`src/rtl/wt_cache_pkg.sv`:
```
// Shared write-through dcache types and geometry used by the SRAM read arbiter.
package wt_cache_pkg;

  localparam int unsigned DCACHE_CL_IDX_WIDTH     = 8;
  localparam int unsigned DCACHE_OFFSET_WIDTH     = 4;
  localparam int unsigned DCACHE_TAG_WIDTH        = 12;
  localparam int unsigned DCACHE_RD_ARB_MAX_PORTS = 8;

  typedef struct packed {
    logic [DCACHE_CL_IDX_WIDTH-1:0] idx;
    logic [DCACHE_OFFSET_WIDTH-1:0] off;
    logic [DCACHE_TAG_WIDTH-1:0]    tag;
    logic                           tag_only;
  } rd_arb_port_t;

  // Port index width, never narrower than one bit so a single-port arbiter still has a field.
  function automatic int unsigned rd_arb_idx_width(input int unsigned n);
    return (n > 1) ? $clog2(n) : 1;
  endfunction

  function automatic int unsigned rd_arb_cnt_width(input int unsigned limit);
    return (limit > 0) ? $clog2(limit + 1) : 1;
  endfunction

endpackage

```
`src/rtl/wt_dcache_rr_pick.sv`:
```
// Round-robin picker: first set bit of mask at or after ptr, wrapping modulo NumPorts.
module wt_dcache_rr_pick import wt_cache_pkg::*; #(
  parameter int unsigned NumPorts = 3,
  parameter int unsigned IdxWidth = rd_arb_idx_width(NumPorts)
) (
  input  logic [NumPorts-1:0] mask_i,
  input  logic [IdxWidth-1:0] ptr_i,
  output logic [NumPorts-1:0] gnt_o,
  output logic [IdxWidth-1:0] idx_o,
  output logic                vld_o
);

  always_comb begin
    logic [IdxWidth-1:0] pos;
    gnt_o = '0;
    idx_o = '0;
    vld_o = 1'b0;
    pos   = '0;
    for (int unsigned i = 0; i < NumPorts; i++) begin
      pos = IdxWidth'((32'(ptr_i) + i) % NumPorts);
      if (!vld_o && mask_i[pos]) begin
        vld_o      = 1'b1;
        gnt_o[pos] = 1'b1;
        idx_o      = pos;
      end
    end
  end

endmodule

```
`src/rtl/wt_dcache_rd_arbiter.sv`:
```
// Single-ported dcache SRAM arbiter: refill lockout, starvation override, two RR priority
// classes for the read ports, a word-write port, and a one-cycle registered read response.
module wt_dcache_rd_arbiter import wt_cache_pkg::*; #(
  parameter int unsigned NumPorts    = 3,
  parameter int unsigned StarveLimit = 8,
  parameter int unsigned CntWidth    = rd_arb_cnt_width(StarveLimit)
) (
  input  logic                                      clk_i,
  input  logic                                      rst_ni,
  input  logic [NumPorts-1:0]                       rd_req_i,
  input  logic [NumPorts-1:0]                       rd_prio_i,
  input  logic [NumPorts-1:0]                       rd_tag_only_i,
  input  logic [NumPorts*DCACHE_CL_IDX_WIDTH-1:0]   rd_idx_i,
  input  logic [NumPorts*DCACHE_OFFSET_WIDTH-1:0]   rd_off_i,
  input  logic [NumPorts*DCACHE_TAG_WIDTH-1:0]      rd_tag_i,
  output logic [NumPorts-1:0]                       rd_ack_o,
  input  logic                                      wr_req_i,
  output logic                                      wr_ack_o,
  input  logic                                      wr_cl_vld_i,
  output logic                                      bank_req_o,
  output logic                                      bank_we_o,
  output logic [DCACHE_CL_IDX_WIDTH-1:0]            bank_idx_o,
  output logic [DCACHE_OFFSET_WIDTH-1:0]            bank_off_o,
  output logic                                      bank_tag_only_o,
  output logic                                      rsp_vld_o,
  output logic [rd_arb_idx_width(NumPorts)-1:0]     rsp_port_o,
  output logic [DCACHE_TAG_WIDTH-1:0]               rsp_tag_o
);

  localparam int unsigned         IdxWidth = rd_arb_idx_width(NumPorts);
  localparam bit                  StarveEn = (StarveLimit > 0);
  localparam logic [CntWidth-1:0] CntMax   = CntWidth'(StarveLimit);
  localparam logic [IdxWidth-1:0] LastPort = IdxWidth'(NumPorts - 1);

  rd_arb_port_t        ports [NumPorts];
  rd_arb_port_t        sel_port;
  logic [CntWidth-1:0] rd_cnt_q [NumPorts];
  logic [CntWidth-1:0] wr_cnt_q;
  logic [IdxWidth-1:0] hi_ptr_q, lo_ptr_q, nxt_ptr;
  logic [NumPorts-1:0] starve_mask, hi_mask, lo_mask;
  logic [NumPorts-1:0] starve_gnt, hi_gnt, lo_gnt;
  logic [IdxWidth-1:0] starve_idx, hi_idx, lo_idx, gnt_idx;
  logic                starve_vld, hi_vld, lo_vld, gnt_vld, gnt_hi, wr_starve;

  for (genvar g = 0; g < NumPorts; g++) begin : g_unpack
    assign ports[g] = '{
      idx:      rd_idx_i[g*DCACHE_CL_IDX_WIDTH +: DCACHE_CL_IDX_WIDTH],
      off:      rd_off_i[g*DCACHE_OFFSET_WIDTH +: DCACHE_OFFSET_WIDTH],
      tag:      rd_tag_i[g*DCACHE_TAG_WIDTH +: DCACHE_TAG_WIDTH],
      tag_only: rd_tag_only_i[g]
    };
  end

  always_comb begin
    starve_mask = '0;
    for (int unsigned i = 0; i < NumPorts; i++) begin
      starve_mask[i] = StarveEn && rd_req_i[i] && (rd_cnt_q[i] == CntMax);
    end
  end

  assign wr_starve = StarveEn && wr_req_i && (wr_cnt_q == CntMax);
  assign hi_mask   = rd_req_i & rd_prio_i;
  assign lo_mask   = rd_req_i & ~rd_prio_i;

  // Starved ports share the low-class pointer so the override rotates independently of class.
  wt_dcache_rr_pick #(.NumPorts(NumPorts), .IdxWidth(IdxWidth)) i_pick_starve (
    .mask_i (starve_mask),
    .ptr_i  (lo_ptr_q),
    .gnt_o  (starve_gnt),
    .idx_o  (starve_idx),
    .vld_o  (starve_vld)
  );

  wt_dcache_rr_pick #(.NumPorts(NumPorts), .IdxWidth(IdxWidth)) i_pick_hi (
    .mask_i (hi_mask),
    .ptr_i  (hi_ptr_q),
    .gnt_o  (hi_gnt),
    .idx_o  (hi_idx),
    .vld_o  (hi_vld)
  );

  wt_dcache_rr_pick #(.NumPorts(NumPorts), .IdxWidth(IdxWidth)) i_pick_lo (
    .mask_i (lo_mask),
    .ptr_i  (lo_ptr_q),
    .gnt_o  (lo_gnt),
    .idx_o  (lo_idx),
    .vld_o  (lo_vld)
  );

  always_comb begin
    rd_ack_o = '0;
    wr_ack_o = 1'b0;
    gnt_idx  = '0;
    gnt_vld  = 1'b0;
    if (!wr_cl_vld_i) begin
      if (wr_starve) begin
        wr_ack_o = 1'b1;
      end else if (starve_vld) begin
        rd_ack_o = starve_gnt;
        gnt_idx  = starve_idx;
        gnt_vld  = 1'b1;
      end else if (hi_vld) begin
        rd_ack_o = hi_gnt;
        gnt_idx  = hi_idx;
        gnt_vld  = 1'b1;
      end else if (lo_vld) begin
        rd_ack_o = lo_gnt;
        gnt_idx  = lo_idx;
        gnt_vld  = 1'b1;
      end
      if (!gnt_vld && wr_req_i) begin
        wr_ack_o = 1'b1;
      end
    end
  end

  // One-hot ack selects the request fields; idle and write cycles present zeros to the banks.
  always_comb begin
    sel_port = '0;
    for (int unsigned i = 0; i < NumPorts; i++) begin
      if (rd_ack_o[i]) begin
        sel_port = ports[i];
      end
    end
  end

  assign gnt_hi          = |(rd_ack_o & rd_prio_i);
  assign nxt_ptr         = (gnt_idx == LastPort) ? '0 : gnt_idx + 1'b1;
  assign bank_req_o      = (|rd_ack_o) | wr_ack_o;
  assign bank_we_o       = wr_ack_o;
  assign bank_idx_o      = sel_port.idx;
  assign bank_off_o      = sel_port.off;
  assign bank_tag_only_o = sel_port.tag_only;

  always_ff @(posedge clk_i or negedge rst_ni) begin
    if (!rst_ni) begin
      hi_ptr_q <= '0;
      lo_ptr_q <= '0;
    end else if (gnt_vld) begin
      if (gnt_hi) begin
        hi_ptr_q <= nxt_ptr;
      end else begin
        lo_ptr_q <= nxt_ptr;
      end
    end
  end

  always_ff @(posedge clk_i or negedge rst_ni) begin
    if (!rst_ni) begin
      for (int unsigned i = 0; i < NumPorts; i++) begin
        rd_cnt_q[i] <= '0;
      end
      wr_cnt_q <= '0;
    end else begin
      for (int unsigned i = 0; i < NumPorts; i++) begin
        if (rd_ack_o[i] || !rd_req_i[i] || !StarveEn) begin
          rd_cnt_q[i] <= '0;
        end else if (rd_cnt_q[i] != CntMax) begin
          rd_cnt_q[i] <= rd_cnt_q[i] + 1'b1;
        end
      end
      if (wr_ack_o || !wr_req_i || !StarveEn) begin
        wr_cnt_q <= '0;
      end else if (wr_cnt_q != CntMax) begin
        wr_cnt_q <= wr_cnt_q + 1'b1;
      end
    end
  end

  // Response trails the grant by one cycle to line up with the SRAM read data.
  always_ff @(posedge clk_i or negedge rst_ni) begin
    if (!rst_ni) begin
      rsp_vld_o  <= 1'b0;
      rsp_port_o <= '0;
      rsp_tag_o  <= '0;
    end else begin
      rsp_vld_o <= gnt_vld;
      if (gnt_vld) begin
        rsp_port_o <= gnt_idx;
        rsp_tag_o  <= sel_port.tag;
      end
    end
  end

endmodule

```
`config.mk`:
```
export PLATFORM = sky130hd
export DESIGN_NAME = wt_dcache_rd_arbiter
export DESIGN_NICKNAME = d
export VERILOG_FILES = /design/src/rtl/wt_cache_pkg.sv /design/src/rtl/wt_dcache_rr_pick.sv /design/src/rtl/wt_dcache_rd_arbiter.sv
export SDC_FILE = /design/constraint.sdc
export NUM_CORES = 1
export LEC_CHECK = 0
export CAP_MARGIN = 0
export CORE_UTILIZATION = 47
export DETAILED_ROUTE_END_ITERATION = 6
export HOLD_SLACK_MARGIN = 0.05
export PLACE_DENSITY = 0.91
export SLEW_MARGIN = 5
export SYNTH_ARGS = -nofsm -noshare
export SYNTH_HDL_FRONTEND = slang
export SYNTH_SLANG_ARGS = --single-unit
```
`constraint.sdc`:
```
create_clock -name clk_i -period 5.4 [get_ports clk_i]
set_clock_uncertainty 0.15 [all_clocks]
set_input_delay 1.35 -clock clk_i [delete_from_list [all_inputs] [get_ports clk_i]]
set_output_delay 1.35 -clock clk_i [all_outputs]
set_load 0.02 [all_outputs]
```
# [After elaboration in Yosys (flattened, before gate mapping)]
# Cells that the tools add are included.
[op_classes] n_lt_le_gt_ge=12 muxes=88 add_sub_neg=9 n_bitwise=12 n_div=6 n_eq_ne=9 reduce_logical=40
[ops] op="$mod 32x2->32 const B" count=4
[ops] op="$mux 25" count=3
[ops] op="$mod 2x2->32 const B" count=2
[ops] op="$mux 3" count=14
[ops] op="$mux 1" count=33
[ops] op="$mux 4" count=8
[ops] op="$mux 2" count=15
[ops] op="$bmux 1 s2" count=9
[ops] op="$lt 2x3->1 const B" count=6
[ops] op="$or 3x3->3" count=6
[ops] op="$logic_and 1x1->1" count=17
[ops] op="$add 4x1->4 const B" count=4
[ops] op="$eq 4x4->1 const B" count=4
[ops] op="$ne 4x4->1 const B" count=4
[ops] op="$demux 1 s2" count=6
[ops] op="$ge 2x1->1 const B" count=6
[ops] op="$logic_not 1->1" count=11
[ops] op="$and 3x3->3" count=3
[ops] op="$reduce_bool 2->1" count=4
[ops] op="$add 2x1->3 const B" count=2
[ops] op="$add 2x2->3 const B" count=2
[ops] op="$reduce_or 3->1" count=2
[ops] op="$logic_or 1x1->1" count=4
[ops] op="$reduce_and 2->1" count=2
[ops] op="5 further kinds" count=5
[totals] word_cells=185 out_inout_bits=34 reg_bits=35 in_bits=85

# [Longest topological paths before layout]
# Gate-level depths: netlist of the first run.
[depth] ltp_word=22 mapped_depth=17 ltp_nobuf=12

# [By module]
# Synthesis of the first run repeated with hierarchy kept, for this count alone.
[unflattened] hier_cells=451 area_unflattened_um2=3462.1
[by_module_without_submodules] mod="wt_dcache_rd_arbiter" instances=1 area_each_um2=2418.6 cells_per_inst=292 seq_area_each_um2=875.8
[by_module_without_submodules] mod="wt_dcache_rr_pick" instances=3 area_each_um2=347.8 cells_per_inst=53 seq_area_each_um2=0.0

# [Worst setup path after synthesis of the first run]
# OpenSTA, ideal clock, no wires.
[synth_timing] path_type="input-to-output" startpoint="input port rd_req_i[0]" endpoint="output port bank_idx_o[0]" t_arrival_ns=3.705 slack_ns=0.195 n_path_buf=5 path_stages=14 required_time_ns=3.900 path_cell_list="clkbuf_1 nand4b_1 a211oi_4 nor3_1 or2_0 buf_2 inv_2 buf_4 nand2_2 inv_2 buf_2 a221oi_1 nor2_1 buf_4"
[synth_lines] element="start, declared" line="wt_dcache_rd_arbiter.sv:10" rtl="input logic [NumPorts-1:0] rd_req_i,"
[synth_lines] element="end, declared" line="wt_dcache_rd_arbiter.sv:22" rtl="output logic [DCACHE_CL_IDX_WIDTH-1:0] bank_idx_o,"

# [Final worst setup path of the first run]
[layout_timing] startpoint="input port rd_req_i[1]" endpoint="output port bank_req_o"
[layout_via] elab_chain_cells=20 word_cells_on_any_way=73 classes_between="mux (48); bitwise (9); reduce/logical (16)"
[layout_rtl] element="$and 3x3->3" line="wt_dcache_rd_arbiter.sv:63" rtl="assign lo_mask = rd_req_i & ~rd_prio_i;"
[layout_rtl] element="$bmux 1 s2" line="wt_dcache_rr_pick.sv:21" rtl="if (!vld_o && mask_i[pos]) begin"
[layout_rtl] element="$mux 1 (implied by the code)" line="wt_dcache_rr_pick.sv:21"
[layout_rtl] element="$mux 1" line="wt_dcache_rr_pick.sv:21"
[layout_rtl] element="$logic_not 1->1" line="wt_dcache_rr_pick.sv:21"
[layout_rtl] element="$logic_and 1x1->1" line="wt_dcache_rr_pick.sv:21"
[layout_rtl] element="$mux 1" line="wt_dcache_rr_pick.sv:21"
[layout_rtl] element="$logic_not 1->1" line="wt_dcache_rr_pick.sv:21"
[layout_rtl] element="[... 4 more ...]"
[layout_rtl] element="$mux 1" line="wt_dcache_rd_arbiter.sv:98" rtl="end else if (starve_vld) begin"
[layout_rtl] element="$mux 1" line="wt_dcache_rd_arbiter.sv:96" rtl="if (wr_starve) begin"
[layout_rtl] element="$mux 1" line="wt_dcache_rd_arbiter.sv:95" rtl="if (!wr_cl_vld_i) begin"
[layout_rtl] element="$logic_not 1->1" line="wt_dcache_rd_arbiter.sv:111" rtl="if (!gnt_vld && wr_req_i) begin"
[layout_rtl] element="$logic_and 1x1->1" line="wt_dcache_rd_arbiter.sv:111"
[layout_rtl] element="$mux 1" line="wt_dcache_rd_arbiter.sv:111"
[layout_rtl] element="$mux 1" line="wt_dcache_rd_arbiter.sv:95"
[layout_rtl] element="$or 1x1->1 (*)" line="wt_dcache_rd_arbiter.sv:129" rtl="assign bank_req_o = (|rd_ack_o) | wr_ack_o;"
[layout_rtl] element="end, declared" line="wt_dcache_rd_arbiter.sv:20" rtl="output logic bank_req_o,"
# Every way passes the cells marked *; elsewhere a longest branch is shown, timed or not. The select of a mux whose other input is x is not followed.

==> results.md, run 1 <==
* Grt ovf at 0
* CTS tree: built
* Gr busiest metal: met2
* CTS Buf Count at 5
* Clk slew on worst S/H paths at 0.08 ns
* CP max stage delay at 0.53 ns
* Syn Nets at 569
* Worst EP required at 3.90 ns
* Critical path's most frequent cell: buf_4
* Sequential-to-total area share from yosys stat at 0.244
* Initial DRC Count at 264
* EDFF count, synth at 0
* Post-DP HPWL at 9410 um
* Clock Latency Late Sink at 0.30 ns
* Placed Area at 5120 um2
* Total track usage at 0.333
* Final Hold Vio Count at 0
* DR pass1 iterations at 5
* Layout cells sized above 1 at 0.212
* Slowest CP cell: or4_1
* GR Util met1 at 0.401
* Distinct cell type count after synthesis at 67
* Global-route track usage on met3 at 0.0637
* Max cap viols at 0
* N_diodes at 0
* Synthesized flop and latch total at 35
* Yosys warns at 0
* Row count at 31
* Die width at 89.4 um
* Max-slew headroom at 0.585
* I/O pin cnt at 119
* CTS Root Cell: clkbuf_8
* PD cells at 506 nW/um2
* Initial Utilization at 0.489
* Crit path cell chain: clkdlybuf4s15_2, buf_4, nor3b_1, and2_1, or4b_1, a31o_1, a22oi_4, nor2_2, or4_1, buf_4
* Cells after Synth at 468
* Vias per cell at 6.14
* Top_reg_cell synth: dfrtp_1
* CP max FO at 6
* Reg power frac at 0.160
* Syn Area/Cell at 7.66 um2
* Wire per inst at 18.3 um
* First-pass GRT wire length at 20500 um
* Data arrival, critical path at 3.86 ns
* Vias in the first global route at 4316
* Mapped Area at 3590 um2
* Area delta synth->final at 47.6%
* Initial antenna violation count at 0
* Design area at 5300 um2
* Slew Viols, Final at 0
* IO buf count at 118
* Clk network pwr share at 0.094
* Die area at 7990 um2
* Clk buf depth at 2
* H-tree depth at 2
* Largest net degree at the start of global routing at 36
* Fmax at 187 MHz
* Async SR Flop Fraction at 1.00
* Worst Setup End Kind: primary output
* Final Cycle Share at 0.993
* Sw power at 1310 uW
* Final wirelength at 13000 um
* Comb pwr share at 0.746
* Worst Setup Start Kind: primary input
* Static leakage at 0.00227 uW
* Final nets at 713
* Status: finished clean
* GR met2 Demand/Resource at 0.573
* DRC at 0
* Via count at 4369
* Min cycle time layout at 5.36 ns
* Pint at 1370 uW
* Slew @ Worst Pin at 0.622 ns
* Final setup viols at 0
* DIE HEIGHT at 89.4 um
* Routed Antenna Nets at 0
* Clock Sinks at 35
* Switching share of power at 0.490
* VDD IR max at 356 uV
* Core area at 7330 um2
* GPL Wtd Cong at 0.952
* Critical path class: primary input to primary output
* # fillers at 512
* Setup TNS at 0 ns
* HP Class: flip-flop to flip-flop
path summary, 6_finish.rpt:
| check | from | endpoint | slack (ns) | depth (start not counted) |
|---|---|---|---|---|
| max in group asynchronous | rst_ni | rsp_tag_o[4] | 3.46 | 2 |
| worst max register to register | hi_ptr_q[1] | hi_ptr_q[1] | 1.71 | 13 |
| worst min register to register | rsp_port_o[1] | rsp_port_o[1] | 0.39 | 2 |
| worst min-delay path | rsp_port_o[1] | rsp_port_o[1] | 0.39 | 2 |
| worst max-delay path | rd_req_i[1] | bank_req_o | 0.04 | 10 |
| min in group asynchronous | rst_ni | wr_cnt_q[0] | 1.31 | 2 |
logic make-up after synthesis:
logic type,count (synthesis),synth area share
XOR/XNOR,8,0.0195
flip-flops,35,0.244
buffers and inverters,72,0.100
multiplexers,7,0.0206
adder cells (fa/ha/maj),16,0.0558
AND/OR/NAND/NOR,204,0.292
AO/OA/AOI/OAI,126,0.268
final cells by class:
cell class | instances | area [um2] | share of cell area
flip-flops and latches | 35 | 876 | 0.165
inverters | 23 | 86.3 | 0.0163
clock buffers | 5 | 68.8 | 0.0130
multi-input cells | 361 | 2460 | 0.465
well taps | 99 | 124 | 0.0234
clock inverters | 3 | 47.5 | 0.00898
repair buffers | 186 | 1630 | 0.308
state kept, by name, indices dropped and copies added, names as in the netlist:
name / cells
lo_ptr_q: 2
rd_cnt_q: 12
wr_cnt_q: 4
rsp_tag_o: 12
hi_ptr_q: 2
rsp_port_o: 2
rsp_vld_o: 1
repair_timing:
action                     in CTS  in global routing
pin swaps                       3                  3
hold buffers                    0                  0
cloned                          1                  0
setup endpoints to repair      19                 16
resized for setup              81                 19
buffers inserted                2                  0
layer usage:
metal  vias up  share of wire
met1      2083           0.39
met5         -              0
li1       1992              -
met4         0          0.041
met3        57          0.070
met2       237           0.50
worst max-delay path, delay by kind of cell:
| kind | cells | cell delay (ns) |
|---|---|---|
| simple gates | 5 | 1.43 |
| buf+inv | 3 | 0.57 |
| compound gates | 2 | 0.51 |
Yosys cell counts (all sizes together), types with 3 or more instances:
master / count / share of area
o2bb2ai: 3 / 0.0073
buf: 37 / 0.064
nand3b: 15 / 0.031
mux2: 3 / 0.0094
a41oi: 12 / 0.029
mux2i: 4 / 0.011
a21o: 3 / 0.0063
nand2b: 6 / 0.010
o31ai: 3 / 0.010
nand4bb: 3 / 0.0094
xnor2: 4 / 0.0098
a221oi: 17 / 0.042
nand2: 47 / 0.050
nor3: 5 / 0.0070
or2: 5 / 0.0087
nand4: 3 / 0.0052
nand4b: 7 / 0.017
dfrtp: 35 / 0.24
nor2: 64 / 0.068
and4b: 3 / 0.0084
inv: 22 / 0.023
o21ai: 20 / 0.028
a21oi: 22 / 0.031
ha: 16 / 0.056
o211ai: 7 / 0.015
clkbuf: 12 / 0.013
nand3: 25 / 0.035
xor2: 4 / 0.0098
a31oi: 5 / 0.0087
a22oi: 6 / 0.016
a211oi: 7 / 0.022
nor2b: 8 / 0.014
power groups by stage:
stage	clock (uW)	combinational, uW	sequential, uW
2_1_floorplan	0	1200	484
3_3_place_gp	0	1840	421
3_5_place_dp	0	1900	427
4_1_cts	250	1940	425
5_1_grt	263	2150	441
6_report	253	2000	429
stage by stage:
step	hold WS, ns	total power (uW)	instances	worst slack, ns	util
3_3_place_gp	0.319	2270	701	-0.636	0.698
5_1_grt	0.411	2850	712	-0.0172	0.722
4_1_cts	0.354	2610	712	0.00262	0.723
2_1_floorplan	0.344	1690	468	0.195	-
3_5_place_dp	0.313	2330	701	-0.713	0.698
6_report	0.388	2680	712	0.0386	0.722
layout by cell type (no fill, tap or decap), drive strengths merged, types with 12 or more instances in the layout:
| master | count |
|---|---|
| clkdlybuf4s50 | 96 |
| buf | 81 |
| nor2 | 64 |
| nand2 | 47 |
| dfrtp | 35 |
| nand3 | 25 |
| inv | 23 |
| a21oi | 22 |
| o21ai | 20 |
| a221oi | 17 |
| ha | 16 |
| nand3b | 15 |
| a41oi | 12 |
(Power assumes the default switching activity.)
==> run 2, diff against run 1 <==
PLACE_DENSITY = 0.92   (was 0.91)
SYNTH_HIERARCHICAL = 1   (was default)
clock period = 6.1 ns   (was 5.4 ns; I/O delays follow)
==> run 2 against run 1 <==
  * Synthesized area decreased by 3.5%
  * Final cell count decreased by 2.7%
  * Clock power decreased by 17%
  * Synthesized cell count decreased by 3.6%
  * Wire length decreased by 17%
  * Setup slack improved by 0.067 ns
  * Design area decreased by 4.1%
  * Critical path depth increased by 5
  * Clock-buffer cell count unchanged
  * Worst hold slack got worse by 0.058 ns
  * Critical path type unchanged
  * Largest cell class unchanged
  * Highest routed layer unchanged
==> results.md, run 2 <==
* Status: finished clean
* Post-synth top area share at 0.253
* Crit path cell chain: clkdlybuf4s50_1, inv_1, nor2_1, buf_4, mux2i_4, o22a_4, buf_4, nand2_1, o2bb2ai_1, a2bb2oi_2, buf_4, nand2_1, inv_1, or4_1, buf_2
* Total track usage at 0.278
* Die area at 7710 um2
* Area contributors post-synth: dfrtp_1, ha_1, a21oi_1
* Critical path class: primary input to primary output
* Reg2reg setup slack at 2.72 ns
* Max cap viols at 0
* Initial antenna violation count at 0
* Worst EP required at 4.43 ns
* Syn Area/Cell at 7.68 um2
* Total chip power at 2840 uW
* Clk slew on worst S/H paths at 0.08 ns
* Grt ovf at 0
* Initial DRC Count at 227
* Post-DP HPWL at 8500 um
* CP delay by family, top: buffers and inverters
* VDD IR max at 296 uV
* Hold buffers post-CTS at 0
* Worst Reg-to-Reg Cells at 14
* H-tree depth at 2
* Final Cycle Share at 0.983
* Routed met2 length at 5660 um
* Worst setup path startpoint: rd_req_i[1]
* Met3 WL at 822 um
* Final nets at 701
* Cells after Synth at 451
* CTS Root Cell: clkbuf_8
* Worst Hold Depth at 2
* Final Hold Vio Count at 0
* HP Class: flip-flop to flip-flop
* Clock Latency Late Sink at 0.29 ns
* Routed Antenna Nets at 0
* Vias in the first global route at 3718
* Yosys warns at 6
* Synthesized flop and latch total at 35
* Worst Hold End: rsp_tag_o[7]
* Clk buf depth at 2
* Post-Synth Adder-Cell Area at 0.0723
* Data arrival, critical path at 4.32 ns
* I/O pin cnt at 119
* Buf/Inv on CP at 7
* Hold path start: rsp_tag_o[7]
* IO buf count at 118
* Slew Viols, Final at 0
* Synth area leader: dfrtp_1
* Slowest CP cell: or4_1
* Final wirelength at 10900 um
* Syn Nets at 556
* Commonest non-fill, non-tap cell in the layout: clkdlybuf4s50_1
* Hold Worst Slack at 0.330 ns
* DR pass1 iterations at 6
* FF-to-FF End: lo_ptr_q[0]
* # fillers at 524
* Wire per inst at 15.7 um
* Async SR Flop Fraction at 1.00
* Most frequent cells in the layout: clkdlybuf4s50_1, nand2_1, buf_4, a21oi_1, nor2_1
* CP max FO at 14
* CTS tree: built
* N_diodes at 0
* Row count at 30
* Final setup margin at 0.106 ns
* Clock Sinks at 35
* Sequential-to-total area share from yosys stat at 0.253
* Slew @ Worst Pin at 0.527 ns
* RSZ-0062 raised after global routing: false
* Main combinational cell family by area after synthesis: compound AO/OA/AOI/OAI gates
* Worst Setup Start Kind: primary input
* DIE HEIGHT at 87.8 um
* Static leakage at 0.00236 uW
* Mux contribution to synthesized area at 0.0282
* Fin util at 0.732
* Top Registers: rd_cnt_q x12, rsp_tag_o x12, wr_cnt_q x4
* Post-place setup slack at -0.430 ns
* Initial Utilization at 0.499
* Min cycle time layout at 5.99 ns
* CTS Buf Count at 5
* Most frequent cell after synthesis: nand2_1
* Via count at 3892
* Largest net degree at the start of global routing at 36
* Post-Synth XOR/XNOR Area at 0.0278
* GPL Wtd Cong at 0.955
* Fmax at 167 MHz
* Worst Setup End Kind: primary output
* Post-synthesis compound-gate area fraction at 0.288
* Top post-synthesis cells by count: nand2_1, a21oi_1, nor2_1
* DRC at 0
* Distinct cell type count after synthesis at 55
* Top_reg_cell synth: dfrtp_1
* Core area at 6940 um2
* Met1 WL at 4170 um
* Layout cells sized above 1 at 0.183
* Vias per cell at 5.62
* Mapped Area at 3460 um2
* First-pass GRT wire length at 17000 um
* R2R Path Start: rd_cnt_q[8]
* Post-synthesis simple-gate area fraction at 0.233
* CP max stage delay at 0.52 ns
* Top Layer Used: met4
* Die width at 87.8 um
* Area delta synth->final at 46.7%
* PD cells at 559 nW/um2
* Critical path's most frequent cell: buf_4
* Final setup viols at 0
* Max-slew headroom at 0.645
* EDFF count, synth at 0
-- run 2: power breakdown --
part	switching [uW]	internal, uW	total [uW]
clock	87.6	122	209
sequential	69.8	319	389
combinational	1280	967	2240
total	1430	1410	2840
-- run 2: logic make-up after synthesis --
group	count (synthesis)
and+or+nand+nor	166
AOI/OAI and AO/OA	146
buffers and inverters	65
DFF	35
adders and majority gates	20
xor gates and xnor gates	11
muxes	8
-- run 2: cell type report --
type / instances / area, um2 / area share
Timing Repair Buffer: 173 / 1560 / 0.307
Inverter: 30 / 113 / 0.0222
Clock buffer: 5 / 68.8 / 0.0135
Multi-Input combinational cell: 351 / 2300 / 0.453
Sequential cell: 35 / 876 / 0.172
Clock inverter: 3 / 43.8 / 0.00862
Tap cell: 96 / 120 / 0.0236
-- run 2: layer usage --
metal	vias up	global-route usage
met3	27	0.0547
met2	162	0.526
met5	-	0
li1	1874	-
met4	0	0.0700
met1	1829	0.318
-- run 2: worst reg2reg max path: stages (launching register included) --
cell	delay [ns]
dfrtp_1	0.40
inv_1	0.10
ha_1	0.17
nand2_1	0.08
nor2_1	0.19
and2_1	0.29
nor4bb_1	0.32
a21o_1	0.12
a21oi_1	0.07
o2bb2ai_1	0.27
a2bb2oi_2	0.20
buf_4	0.24
a22o_1	0.21
a211o_1	0.17
mux2_4	0.32
-- run 2: worst max path at each step --
stage / end / cells after the start
2_1_floorplan: bank_req_o / 11
3_3_place_gp: bank_req_o / 13
3_5_place_dp: bank_req_o / 13
4_1_cts: rd_ack_o[2] / 14
5_1_grt: bank_req_o / 14
6_report: bank_req_o / 15
-- run 2: what timing repair did --
item                                    in CTS  in global routing
pin swaps                                    0                  1
setup buffers                                0                  0
endpoints found under the setup margin      18                 18
gates resized for setup                     27                 38
-- run 2: per-stage QoR --
stage               instance area (um2)  instances  TNS [ns]
floorplan                          3460        451         0
global placement                   4980        685     -3.07
detailed placement                 4980        685     -4.46
CTS                                5080        693         0
global route                       5080        693         0
finish                             5080        693         0
